==> src/rtl/clk_gate_ctrl_pkg.sv <==
// Shared types and sizing helpers for the per-domain clock-gating sequencer.
package clk_gate_ctrl_pkg;

    // Per-domain sequencer state.
    typedef enum logic [1:0] {
        CG_ON    = 2'd0,
        CG_DRAIN = 2'd1,
        CG_OFF   = 2'd2,
        CG_WAKE  = 2'd3
    } cg_state_e;

    // Width of a counter that must be able to hold the value x.
    function automatic int cg_cnt_w(input int x);
        return $clog2(x + 1);
    endfunction

    // Counter widths for the default configuration.
    localparam int IDLE_CNT_W_DEF  = $clog2(16 + 1);
    localparam int DRAIN_CNT_W_DEF = $clog2(64 + 1);
    localparam int WAKE_CNT_W_DEF  = $clog2(2 + 1);

endpackage

==> src/rtl/clk_gate_ctrl_fsm.sv <==
// One domain's gating sequencer: idle qualification, stop handshake with
// drain timeout, settle window on wake, and the sticky drain-timeout flag.
module clk_gate_ctrl_fsm
    import clk_gate_ctrl_pkg::*;
#(
    parameter int IdleCycles   = 16,
    parameter int WakeCycles   = 2,
    parameter int DrainTimeout = 64
) (
    input  logic clk_i,
    input  logic rst_i,
    input  logic sw_en_i,
    input  logic auto_en_i,
    input  logic idle_i,
    input  logic wake_i,
    input  logic stop_ack_i,
    output logic cg_en_o,
    output logic stop_req_o,
    output logic ready_o,
    output logic err_o
);

    localparam int IW  = cg_cnt_w(IdleCycles);
    localparam int DW  = cg_cnt_w(DrainTimeout);
    localparam int WW  = cg_cnt_w(WakeCycles);
    // DRAIN and WAKE never overlap, so they share one counter.
    localparam int CW  = (DW > WW) ? DW : WW;

    localparam logic [IW-1:0] IDLE_LAST  = IW'(IdleCycles - 1);
    localparam logic [IW-1:0] IDLE_SAT   = IW'(IdleCycles);
    localparam logic [CW-1:0] DRAIN_LAST = CW'(DrainTimeout - 1);
    localparam logic [CW-1:0] WAKE_LAST  = CW'(WakeCycles - 1);
    localparam logic [CW-1:0] CNT_SAT    = {CW{1'b1}};

    cg_state_e       state_q, state_d;
    logic [IW-1:0]   idle_cnt_q, idle_cnt_d;
    logic [CW-1:0]   cnt_q, cnt_d;
    logic            err_q, err_d;
    logic            cg_en_q, stop_req_q, ready_q;
    logic            cg_en_d, stop_req_d, ready_d;
    logic            want_on;
    logic            idle_qual;

    // Saturating increment of the idle counter.
    function automatic logic [IW-1:0] idle_inc(input logic [IW-1:0] v);
        return (v == IDLE_SAT) ? v : v + 1'b1;
    endfunction

    // Saturating increment of the shared drain/wake counter.
    function automatic logic [CW-1:0] cnt_inc(input logic [CW-1:0] v);
        return (v == CNT_SAT) ? v : v + 1'b1;
    endfunction

    assign want_on   = sw_en_i & (wake_i | ~auto_en_i);
    assign idle_qual = auto_en_i & idle_i & ~wake_i;

    // State, counters, sticky error and registered outputs.
    always_ff @(posedge clk_i or posedge rst_i) begin
        if (rst_i) begin
            state_q    <= CG_ON;
            idle_cnt_q <= '0;
            cnt_q      <= '0;
            err_q      <= 1'b0;
            cg_en_q    <= 1'b1;
            stop_req_q <= 1'b0;
            ready_q    <= 1'b1;
        end else begin
            state_q    <= state_d;
            idle_cnt_q <= idle_cnt_d;
            cnt_q      <= cnt_d;
            err_q      <= err_d;
            cg_en_q    <= cg_en_d;
            stop_req_q <= stop_req_d;
            ready_q    <= ready_d;
        end
    end

    // Next-state and counter logic; outputs decoded from the next state so
    // they land in registers on the same edge as the state.
    always_comb begin
        state_d    = state_q;
        idle_cnt_d = '0;
        cnt_d      = '0;
        err_d      = err_q;
        case (state_q)
            CG_ON: begin
                if (idle_qual) begin
                    idle_cnt_d = idle_inc(idle_cnt_q);
                end
                if (!sw_en_i || (idle_qual && idle_cnt_q == IDLE_LAST)) begin
                    state_d    = CG_DRAIN;
                    idle_cnt_d = '0;
                end
            end
            CG_DRAIN: begin
                // Abort wins over ack: the clock never stopped, so no settle.
                if (want_on) begin
                    state_d = CG_ON;
                end else if (stop_ack_i) begin
                    state_d = CG_OFF;
                end else if (cnt_q == DRAIN_LAST) begin
                    state_d = CG_ON;
                    err_d   = 1'b1;
                end else begin
                    cnt_d = cnt_inc(cnt_q);
                end
            end
            CG_OFF: begin
                if (want_on) begin
                    state_d = CG_WAKE;
                end
            end
            CG_WAKE: begin
                if (cnt_q == WAKE_LAST) begin
                    state_d = CG_ON;
                end else begin
                    cnt_d = cnt_inc(cnt_q);
                end
            end
            default: begin
                state_d = CG_ON;
            end
        endcase

        cg_en_d    = 1'b1;
        stop_req_d = 1'b0;
        ready_d    = 1'b0;
        case (state_d)
            CG_ON:    ready_d    = 1'b1;
            CG_DRAIN: stop_req_d = 1'b1;
            CG_OFF: begin
                cg_en_d    = 1'b0;
                stop_req_d = 1'b1;
            end
            default:  ready_d    = 1'b0;
        endcase
    end

    assign cg_en_o    = cg_en_q;
    assign stop_req_o = stop_req_q;
    assign ready_o    = ready_q;
    assign err_o      = err_q;

endmodule

==> src/rtl/clk_gate_ctrl.sv <==
// Clock-gating sequencer top: one independent FSM per domain, with scan
// test mode forcing every gate enable high without disturbing the FSMs.
module clk_gate_ctrl
    import clk_gate_ctrl_pkg::*;
#(
    parameter int NumDomains   = 4,
    parameter int IdleCycles   = 16,
    parameter int WakeCycles   = 2,
    parameter int DrainTimeout = 64
) (
    input  logic                  clk_i,
    input  logic                  rst_i,
    input  logic [NumDomains-1:0] sw_en_i,
    input  logic [NumDomains-1:0] auto_en_i,
    input  logic [NumDomains-1:0] idle_i,
    input  logic [NumDomains-1:0] wake_i,
    input  logic [NumDomains-1:0] stop_ack_i,
    input  logic                  test_mode_i,
    output logic [NumDomains-1:0] cg_en_o,
    output logic [NumDomains-1:0] stop_req_o,
    output logic [NumDomains-1:0] ready_o,
    output logic [NumDomains-1:0] err_o
);

    logic [NumDomains-1:0] cg_en_fsm;

    for (genvar d = 0; d < NumDomains; d++) begin : g_dom
        clk_gate_ctrl_fsm #(
            .IdleCycles   (IdleCycles),
            .WakeCycles   (WakeCycles),
            .DrainTimeout (DrainTimeout)
        ) u_fsm (
            .clk_i      (clk_i),
            .rst_i      (rst_i),
            .sw_en_i    (sw_en_i[d]),
            .auto_en_i  (auto_en_i[d]),
            .idle_i     (idle_i[d]),
            .wake_i     (wake_i[d]),
            .stop_ack_i (stop_ack_i[d]),
            .cg_en_o    (cg_en_fsm[d]),
            .stop_req_o (stop_req_o[d]),
            .ready_o    (ready_o[d]),
            .err_o      (err_o[d])
        );
    end

    // Scan override is deliberately combinational so it takes effect at once.
    assign cg_en_o = cg_en_fsm | {NumDomains{test_mode_i}};

endmodule
==> config.mk <==
export PLATFORM = sky130hd
export DESIGN_NAME = clk_gate_ctrl
export DESIGN_NICKNAME = d
export VERILOG_FILES = /design/src/rtl/clk_gate_ctrl_pkg.sv /design/src/rtl/clk_gate_ctrl_fsm.sv /design/src/rtl/clk_gate_ctrl.sv
export SDC_FILE = /design/constraint.sdc
export NUM_CORES = 1
export LEC_CHECK = 0
export CAP_MARGIN = 20
export CELL_PAD_IN_SITES_DETAIL_PLACEMENT = 1
export CELL_PAD_IN_SITES_GLOBAL_PLACEMENT = 2
export CORE_MARGIN = 2
export CORE_UTILIZATION = 37
export CTS_BUF_LIST = sky130_fd_sc_hd__clkbuf_4 sky130_fd_sc_hd__clkbuf_8 sky130_fd_sc_hd__clkbuf_16
export DETAILED_ROUTE_END_ITERATION = 10
export GPL_TIMING_DRIVEN = 0
export MAX_ROUTING_LAYER = met4
export PLACE_DENSITY = 0.78
export RECOVER_POWER = 25
export SLEW_MARGIN = 5
export SYNTH_ARGS = -nofsm -noshare
export SYNTH_HDL_FRONTEND = slang
export SYNTH_HIERARCHICAL = 1
export SYNTH_SLANG_ARGS = --single-unit
==> constraint.sdc <==
create_clock -name clk_i -period 2.7 [get_ports clk_i]
set_input_delay 0.81 -clock clk_i [delete_from_list [all_inputs] [get_ports clk_i]]
set_output_delay 0.81 -clock clk_i [all_outputs]
set_load 0.01 [all_outputs]
==> impl_metrics.py <==
metrics = {
    "status": {
        "outcome": "completed",
    },
    "sta": {
        "period_share_pct": 95.5,
        "slew_viol_final": 0,
        "fmax_mhz": 388,
        "fin_skew_ns": 0.00390,
        "fin_tns_setup_ns": 0,
        "slew_headroom_pct": 52.7,
        "rsz0062_at_grt": "false",
        "worst_pin_slew_ns": 0.709,
        "hold_viol": 0,
        "setup_viol": 0,
        "final.setup.worst_slack_ns": 0.121,
        "min_period_ns": 2.58,
    },
    "grt": {
        "grt_pass1_vias": 3034,
        "grt_usage_pct": 16.3,
        "grt_remaining_overflow": 0,
        "grt_max_degree": 19,
        "antenna_found_initial": 0,
        "grt_pass1_wl_um": 14300,
    },
    "logic_synthesis": {
        "yosysTopAreaCell": "dfrtp_1",
        "netlist.area_leader.share_pct": 40.9,
        "synthXorXnorAreaFrac_pct": 3.58,
        "synth_nets": 429,
        "yosys.area_share.adder_pct": 8.95,
        "ys_async_sr_fraction_pct": 100,
        "netlist_top_cells_area": "dfrtp_1 (41%), ha_1 (9.0%), dfstp_2 (5.4%), nor2_1 (3.9%), nand2_1 (3.2%)",
        "yosys_warnings": 6,
        "yosys_most_used_dff": "dfrtp_1",
        "synth_area_um2": 3910,
        "synth_top_family_by_area": "simple AND/OR/NAND/NOR gates",
        "synth_most_common_cell": "dfrtp_1",
        "synth_cell_types": 45,
        "seq_area_frac_synth_pct": 46.3,
        "yosys.area_share.simple_pct": 21.5,
        "synthCells": 378,
        "avgSynthCellArea_um2": 10.4,
        "synth-compound-area-share_pct": 14.6,
        "yosys-mux-area-fraction_pct": 1.15,
        "ys_ff_latch": 72,
        "synth_commonest_cells": "dfrtp_1 (64), nor2_1 (41), nand2_1 (33), inv_1 (32), ha_1 (28)",
        "synth_edf_count": 0,
    },
    "final_layout": {
        "drive_above_1_share_pct": 10.4,
        "synthToLayoutAreaGrowth_pct": 19.2,
        "diodes": 0,
        "nets": 478,
        "nFillCells": 1181,
    },
    "critical_path": {
        "timing.rr.end": "g_dom[3].u_fsm/stop_req_o",
        "path_depth": 3,
        "critPathSlowestCell": "clkdlybuf4s50_1",
        "path_max_fanout": 4,
        "r2r_start": "g_dom[3].u_fsm/cnt_q[1]",
        "worst-path-buf-inv": 2,
        "worstSetupStartpointType": "primary input",
        "worst-setup-path-type": "primary input to primary output",
        "slowest_delay_ns": 0.44,
        "crit_start": "test_mode_i",
        "arrival_ns": 1.77,
        "path_delay_family": "buffers and inverters",
        "r2r_slack_ns": 0.35,
        "reg2regPathDepth": 8,
        "crit_chain": "clkdlybuf4s50_1 > or2_1 > dlygate4sd2_1",
        "required_ns": 1.89,
        "worstSetupEndpoint": "cg_en_o[0]",
        "end_kind": "primary output",
    },
    "drt": {
        "vias": 2907,
        "drcViolationCount": 0,
        "final_antenna_net_count": 0,
        "drtIter0Drc": 35,
        "wire_per_inst_um": 14.5,
        "drt_first_pass_iters": 4,
        "wl_um": 8200,
        "via_per_inst": 5.13,
    },
    "floorplan": {
        "ioPinCount": 39,
        "fp.coreArea_um2": 10300,
        "die-height_um": 107,
        "std_cell_rows": 37,
        "initial_utilization_pct": 38.1,
        "dieArea_um2": 11400,
        "chipWidth_um": 107,
    },
    "run": {
        "drv_cap": 0,
    },
    "cts": {
        "path_clk_slew_ns": 0.07,
        "cts.root.buffer_cell": "clkbuf_8",
        "clock-sinks": 72,
        "cts_tree": "yes",
        "clk_latency_ns": 0.35,
        "ctsHoldBuffers": 0,
        "h-tree-depth": 3,
        "clockBufferDepth": 2,
        "cts_made_buffers": 9,
    },
    "place": {
        "numPortBuffers": 38,
        "pre_cts_ws_ns": -0.299,
        "gp_congestion": 0.730,
        "dp_hpwl_um": 6080,
    },
    "power_and_ir_drop": {
        "irDropWorstVdd_uv": 396,
        "leakagePower_uw": 0.00206,
        "p_per_area_nw_per_um2": 762,
    },
    "worst_hold_path": {
        "hold_start": "g_dom[0].u_fsm/err_o",
        "hold_class": "flip-flop to flip-flop",
    },
}
==> repair_timing <==
item | 4_1_cts | 5_1_grt
resized for setup | 4 | 1
gates cloned | 0 | 0
setup buffers | 0 | 0
endpoints found under the setup margin | 4 | 1
==> report_power, final <==
part / internal [uW] / switching, uW
Combinational: 551 / 671
Sequential: 1310 / 141
Clock: 494 / 392
==> cell type report <==
type                            instances  area (um^2)  area share (%)
Multi-Input combinational cell        269         1950            41.8
Sequential cell                        72         1810            38.8
Timing Repair Buffer                   38          375            8.05
Tap cell                              136          170            3.65
Clock buffer                           12          165            3.54
Inverter                               32          120            2.58
Clock inverter                          3         40.0           0.858
Buffer                                  5         33.8           0.724
==> layout by cell type, fill, tap and decap left out, drive strengths merged, types with 4 or more instances in the layout <==
cell / n
dfrtp: 64
nor2: 41
nand2: 33
clkdlybuf4s50: 33
inv: 32
ha: 28
a21oi: 19
clkbuf: 16
a211oi: 12
and3: 11
nand4: 10
nor4b: 8
xor2: 8
xnor2: 8
dfstp: 8
o21ai: 8
a31oi: 7
and2: 7
nand3: 6
nand4b: 6
nor3: 5
or2: 4
nor2b: 4
o21bai: 4
o22ai: 4
nand4bb: 4
mux2: 4
dlygate4sd2: 4
and4: 4
==> logic make-up after synthesis <==
group	after synthesis
adders and majority gates	28
AOI/OAI and AO/OA	74
muxes	4
DFF	72
buffers and inverters	37
xor gates and xnor gates	16
and+or+nand+nor	147
==> how the worst min path moves through the flow <==
stage | endpoint | slack (ns) | cells past startpoint
floorplan | g_dom[0].u_fsm/err_o | 0.51 | 1
global placement | g_dom[1].u_fsm/err_o | 0.46 | 1
detailed placement | g_dom[0].u_fsm/err_o | 0.47 | 1
CTS | g_dom[0].u_fsm/err_o | 0.48 | 1
global route | g_dom[0].u_fsm/err_o | 0.52 | 1
finish | g_dom[0].u_fsm/err_o | 0.48 | 1
==> flip-flops by register name (all words and copies together) (netlist names) <==
register / count
g_dom.u_fsm/err_o: 4
g_dom.u_fsm/ready_o: 4
g_dom.u_fsm/state_q: 8
g_dom.u_fsm/cnt_q: 28
g_dom.u_fsm/cg_en_o: 4
g_dom.u_fsm/stop_req_o: 4
g_dom.u_fsm/idle_cnt_q: 20
==> metal layers <==
metal / wire, um / GRT usage [%] / part of all wire [%] / vias to the layer above
li1: - / - / - / 1434
met1: 3870 / 20.0 / 47 / 1435
met2: 4010 / 26.4 / 49 / 26
met3: 225 / 4.56 / 2.7 / 12
met4: 91 / 4.73 / 1.1 / 0
met5: 0 / - / 0 / -
==> through the flow <==
step | hold WS (ns) | power [uW] | std cells | util, % | instance area, um^2
after CTS | 0.485 | 3630 | 567 | 45.4 | 4660
final | 0.479 | 3550 | 567 | 45.4 | 4660
after global routing | 0.516 | 3830 | 567 | 45.4 | 4660
after detailed placement | 0.465 | 2720 | 552 | 43.4 | 4460
after global placement | 0.459 | 2680 | 552 | 43.4 | 4460
after floorplan | 0.513 | 2260 | 378 | - | 3910
(Power assumes the default switching activity.)
